==> config.mk <==
export PLATFORM = sky130hd
export DESIGN_NAME = fixed_to_float_seq
export DESIGN_NICKNAME = d
export VERILOG_FILES = /design/src/rtl/fixed_to_float_seq.sv
export SDC_FILE = /design/constraint.sdc
export NUM_CORES = 1
export LEC_CHECK = 0
export BUFFER_PORTS_ARGS = -buffer_cell sky130_fd_sc_hd__clkbuf_2
export CAP_MARGIN = 20
export CELL_PAD_IN_SITES_DETAIL_PLACEMENT = 1
export CELL_PAD_IN_SITES_GLOBAL_PLACEMENT = 1
export CORE_ASPECT_RATIO = 1.75
export CORE_UTILIZATION = 46
export DETAILED_ROUTE_END_ITERATION = 10
export PLACE_DENSITY_LB_ADDON = 0.08
export SLEW_MARGIN = 10
export SYNTH_ARGS = -nofsm -noshare
export SYNTH_HDL_FRONTEND = slang
export SYNTH_SLANG_ARGS = --single-unit
==> constraint.sdc <==
create_clock -name clk -period 4.9 [get_ports clk]
set_clock_uncertainty 0.2 [all_clocks]
set_input_delay 0.245 -clock clk [delete_from_list [all_inputs] [get_ports clk]]
set_output_delay 0.245 -clock clk [all_outputs]
set_load 0.02 [all_outputs]
==> src/rtl/fixed_to_float_seq.sv <==
// fixed_to_float_seq: sequential signed fixed-point (INT_W.FRAC_W, two's complement) to
// float {sign, exponent, mantissa} converter with start/done handshake.
// Normalisation shifts the magnitude left one bit per cycle. A final cycle then rounds
// (truncate or round-to-nearest-even) and saturates the result to infinity or signed zero.
//
// Ports:
//   clk       clock, all state updates on posedge
//   reset     asynchronous active-high reset
//   start     conversion request, accepted only when idle or done
//   rnd_mode  0 = truncate, 1 = round-to-nearest-even, sampled with start
//   din       fixed-point operand, sampled with start
//   dout      {sign, exponent, mantissa}, held stable while done
//   done      result valid, held until the next accepted start
//   busy      conversion in progress
//   ovf       result saturated to infinity
//   uf        result flushed to signed zero
module fixed_to_float_seq #(
    parameter int INT_W  = 8,
    parameter int FRAC_W = 8,
    parameter int EXP_W  = 5,
    parameter int MAN_W  = 10,
    parameter int BIAS   = 15
) (
    input  logic                    clk,
    input  logic                    reset,
    input  logic                    start,
    input  logic                    rnd_mode,
    input  logic [INT_W+FRAC_W-1:0] din,
    output logic [EXP_W+MAN_W:0]    dout,
    output logic                    done,
    output logic                    busy,
    output logic                    ovf,
    output logic                    uf
);

    localparam int W     = INT_W + FRAC_W;
    localparam int CNT_W = $clog2(W);
    // Index of the guard bit inside ext (ext = mag below the leading one, padded by two zeros)
    localparam int GB    = W - MAN_W;

    typedef enum logic [1:0] {StIdle, StNorm, StRound, StDone} state_e;

    state_e               state_q, state_d;
    logic [W-1:0]         mag_q, mag_d;
    logic [CNT_W-1:0]     cnt_q, cnt_d;
    logic                 sign_q, sign_d;
    logic                 rnd_q, rnd_d;
    logic [EXP_W+MAN_W:0] dout_q, dout_d;
    logic                 done_q, done_d;
    logic                 ovf_q, ovf_d;
    logic                 uf_q, uf_d;

    logic [W:0]           ext;
    logic [MAN_W-1:0]     m_trunc;
    logic                 guard;
    logic                 sticky;
    logic                 rnd_up;
    logic [MAN_W:0]       m_sum;
    logic [MAN_W-1:0]     m_fin;
    int                   e_v;

    // Rounding datapath, only meaningful once mag is normalised (ROUND state)
    always_comb begin
        ext     = {mag_q[W-2:0], 2'b00};
        m_trunc = ext[W -: MAN_W];
        guard   = ext[GB];
        sticky  = |ext[GB-1:0];
        rnd_up  = rnd_q & guard & (sticky | m_trunc[0]);
        m_sum   = {1'b0, m_trunc} + (MAN_W+1)'(rnd_up);
        e_v     = BIAS + INT_W - 1 - int'(cnt_q);
        m_fin   = m_sum[MAN_W-1:0];
        // Mantissa carry-out: value became 2.0, renormalise into the exponent
        if (m_sum[MAN_W]) begin
            m_fin = '0;
            e_v   = e_v + 1;
        end
    end

    always_comb begin
        state_d = state_q;
        mag_d   = mag_q;
        cnt_d   = cnt_q;
        sign_d  = sign_q;
        rnd_d   = rnd_q;
        dout_d  = dout_q;
        done_d  = done_q;
        ovf_d   = ovf_q;
        uf_d    = uf_q;
        unique case (state_q)
            StIdle, StDone: begin
                if (start) begin
                    sign_d  = din[W-1];
                    // Most-negative input yields 2^(W-1), still representable unsigned
                    mag_d   = din[W-1] ? (~din + W'(1)) : din;
                    rnd_d   = rnd_mode;
                    cnt_d   = '0;
                    done_d  = 1'b0;
                    ovf_d   = 1'b0;
                    uf_d    = 1'b0;
                    state_d = StNorm;
                end
            end
            StNorm: begin
                if (mag_q == '0) begin
                    dout_d  = '0;
                    done_d  = 1'b1;
                    state_d = StDone;
                end else if (mag_q[W-1]) begin
                    state_d = StRound;
                end else begin
                    mag_d = {mag_q[W-2:0], 1'b0};
                    cnt_d = cnt_q + CNT_W'(1);
                end
            end
            StRound: begin
                if (e_v >= (1 << EXP_W) - 1) begin
                    dout_d = {sign_q, {EXP_W{1'b1}}, {MAN_W{1'b0}}};
                    ovf_d  = 1'b1;
                end else if (e_v <= 0) begin
                    dout_d = {sign_q, {(EXP_W+MAN_W){1'b0}}};
                    uf_d   = 1'b1;
                end else begin
                    dout_d = {sign_q, e_v[EXP_W-1:0], m_fin};
                end
                done_d  = 1'b1;
                state_d = StDone;
            end
            default: state_d = StIdle;
        endcase
    end

    always_ff @(posedge clk or posedge reset) begin
        if (reset) begin
            state_q <= StIdle;
            mag_q   <= '0;
            cnt_q   <= '0;
            sign_q  <= 1'b0;
            rnd_q   <= 1'b0;
            dout_q  <= '0;
            done_q  <= 1'b0;
            ovf_q   <= 1'b0;
            uf_q    <= 1'b0;
        end else begin
            state_q <= state_d;
            mag_q   <= mag_d;
            cnt_q   <= cnt_d;
            sign_q  <= sign_d;
            rnd_q   <= rnd_d;
            dout_q  <= dout_d;
            done_q  <= done_d;
            ovf_q   <= ovf_d;
            uf_q    <= uf_d;
        end
    end

    assign dout = dout_q;
    assign done = done_q;
    assign ovf  = ovf_q;
    assign uf   = uf_q;
    assign busy = (state_q == StNorm) || (state_q == StRound);

endmodule
==> metrics.md <==
| Metric | Value |
|---|---|
| Status | `finished, final reports clean` |
| Clock Root Buffer | `clkbuf_8` |
| Drt drc | `0` |
| Max Cap Viol | `0` |
| DR WL/cell | `17.26 um` |
| Nets@finish | `371` |
| Antenna violations before repair | `0` |
| Initial core utilization | `47.93%` |
| DRT iter0 DRCs | `78` |
| Die height | `103.3 um` |
| Worst endpoint data arrival time | `2.84 ns` |
| Highest metal used | `met4` |
| Peak VDD IR | `0.2035 mV` |
| Final worst-path setup slack | `2.080 ns` |
| Area grow syn2layout | `12.24%` |
| Synth unique cells | `57` |
| Unrepaired setup endpoints after global routing | `false` |
| Post-synthesis sequential area ratio | `39.87%` |
| Metal3 WL | `187 um` |
| Core area | `5630 um2` |
| Most common cell after layout, fill and taps aside | `dfrtp_1` |
| Max frequency | `354.6 MHz` |
| DR vias | `2,412` |
| Row cnt | `36` |
| Clock Sinks | `43` |
| FFs w/ async S/R, synth | `100.0%` |
| CP startpoint kind | `flip-flop` |
| Clock Latency Late Sink | `0.31 ns` |
| Commonest cells after routing, fill and taps aside | `dfrtp_1 (43), nand2_1 (42), clkbuf_2 (39), nor2_1 (21), o21ai_0 (19)` |
| Leak | `1.300 nW` |
| Setup Fix Bufs, Post-CTS | `0` |
| Gp weighted congestion | `0.8646` |
| Slew Limit Headroom | `30.23%` |
| EDFF count, synth | `0` |
| Yosys top cell by area | `dfrtp_1` |
| First-pass GRT wire length | `12,250 um` |
| M1 WL | `2823 um` |
| Synth top area cells | `dfrtp_1 (40%), nand2_1 (5.8%), xnor2_1 (5.2%)` |
| Multi-input logic area | `1468 um2` |
| Vias per inst | `5.702` |
| HP Class | `in -> reg` |
| Crit-path max cell delay | `0.55 ns` |
| CTS H-tree depth | `2` |
| Number of port buffers | `39` |
| Crit Path Max Fanout | `9` |
| Worst setup path category | `reg -> reg` |
| Slowest-stage cell, CP | `a2111oi_0` |
| Die area | `6189 um2` |
| FF+latch area | `1076 um2` |
| Max-slew violations | `0` |
| N_diodes | `0` |
| Vias in the first global route | `2,510` |
| Num ports | `40` |
| Top FF cell, synth | `dfrtp_1` |
| Setup violators final | `0` |
| Synth warn | `0` |
| Final Hold Vio Count | `0` |
| Post-Synthesis Cells | `314` |
| Final-layout fill cell count | `735` |
| Least-Margin Pin Slew | `1.042 ns` |
| Critical path required time | `4.92 ns` |
| Final period utilization | `57.55%` |
| Post-Syn Nets | `339` |
| ANT nets after route | `0` |
| Num CTS Buffers | `5` |
| Layout cells sized above 1 | `16.43%` |
| Crit path cell chain | `nand3_1 > inv_1 > ha_1 > nand2_1 > or3_1 > a2111oi_0 > o2111ai_1 > o21ai_0` |
| Crit. End Element | `flip-flop` |
| DIE WIDTH | `59.90 um` |
| Pre-antenna DRT Iters | `4` |
| Gr ovfl total | `0` |
| Hpwl dp | `5670 um` |
| Setup tns final | `0 ns` |
| Clock tree from TritonCTS | `done` |
| Power per cell area | `609.8 nW/um2` |
| Longest Clk Path Bufs | `2` |
| Min Tclk post-route | `2.820 ns` |
| Clock-pin slew on the worst setup and hold paths | `0.08 ns` |
| Yosys reg bits | `43` |
| Avg Inst Size Synth | `8.595 um2` |
| Tot GR Track Use | `26.82%` |
| Met2 Wirelength | `4116 um` |
| Mapped Area | `2699 um2` |
| Place WS | `2.131 ns` |
| Post-synth top area share | `39.87%` |
| Detailed Route WL | `7301 um` |
| Largest net degree at the start of global routing | `44` |
[final cells by class]
type                       count  area share (%)
tap                           76           3.139
clock inverter                 1          0.1652
multi-input combinational    234           48.45
timing repair buffer          45           8.096
clock buffer                   7           2.520
inverter                      17           2.107
sequential                    43           35.52
[cells in the mapped netlist (all sizes together), types with 4 or more instances]
cell    count
o22ai       8
o21ai      30
xor2       10
a31oi      11
xnor2      16
dfrtp      43
buf         9
or4         4
a21oi      16
inv        16
nor3        8
clkbuf     11
nor2       21
nand3       7
o31ai       7
nand2      42
ha          5
nand4       4
[through the flow]
stage	cell area, um2	utilization [%]	instances	hold slack, ns	total power [mW]
floorplan	2699	-	314	0.1956	1.344
global placement	2928	52.00	413	0.1901	1.607
detailed placement	2928	52.00	413	0.2077	1.636
CTS	3029	53.80	423	0.04191	1.866
global route	3029	53.80	423	0.07897	2.003
finish	3029	53.80	423	0.04879	1.847
[timing repair]
item                                   4_1_cts  5_1_grt
hold buffers                                 2        0
endpoints found under the hold margin       44        0
resized for setup                            0        0
setup endpoints to repair                    0        0
[worst max-delay path, delay by kind of cell (launching register included)]
family	cells	cell delay (ns)
flip-flops	1	0.51
buffers and inverters	1	0.10
adder cells (fa/ha/maj)	1	0.20
AND/OR/NAND/NOR	3	0.82
AO/OA/AOI/OAI	3	0.91
[state kept, by name (all words and copies together) (netlist names)]
| name | count |
|---|---|
| dout | 16 |
| mag_q | 16 |
| cnt_q | 4 |
| state_q | 2 |
| done | 1 |
| ovf | 1 |
| rnd_q | 1 |
| sign_q | 1 |
| uf | 1 |
[cell families (layout without fill, tap and decap cells)]
| kind of cell | after synthesis | in the layout | share of synthesized area (%) |
|---|---|---|---|
| adders and majority gates | 5 | 5 | 2.318 |
| xor gates and xnor gates | 26 | 26 | 8.437 |
| AOI/OAI and AO/OA | 96 | 96 | 23.32 |
| muxes | 3 | 3 | 1.205 |
| and+or+nand+nor | 104 | 104 | 19.10 |
| buffers and inverters | 37 | 70 | 5.748 |
| DFF | 43 | 43 | 39.87 |
[power breakdown]
group	leakage, nW	switching, mW	internal [mW]
clock network	0.0422	0.124	0.100
registers	0.528	0.177	0.508
logic	0.730	0.603	0.335
[path summary, 6_finish.rpt]
| path | from | end | slack (ns) | cells after the start |
|---|---|---|---|---|
| min | din[0] | mag_q[0] | 0.05 | 3 |
| min in group asynchronous | reset | ovf | 0.40 | 4 |
| max in group asynchronous | reset | dout[0] | 3.71 | 4 |
| max | mag_q[4] | uf | 2.08 | 8 |
| max reg2reg | mag_q[4] | uf | 2.08 | 8 |
| min reg2reg | dout[5] | dout[5] | 0.29 | 2 |
[routing by layer]
| layer | GRT usage [%] | vias up |
|---|---|---|
| met2 | 50.85 | 56 |
| met4 | 10.38 | 0 |
| li1 | - | 1193 |
| met3 | 4.975 | 15 |
| met1 | 28.10 | 1148 |
| met5 | 0 | - |
Power figures use the tool's default switching activity.
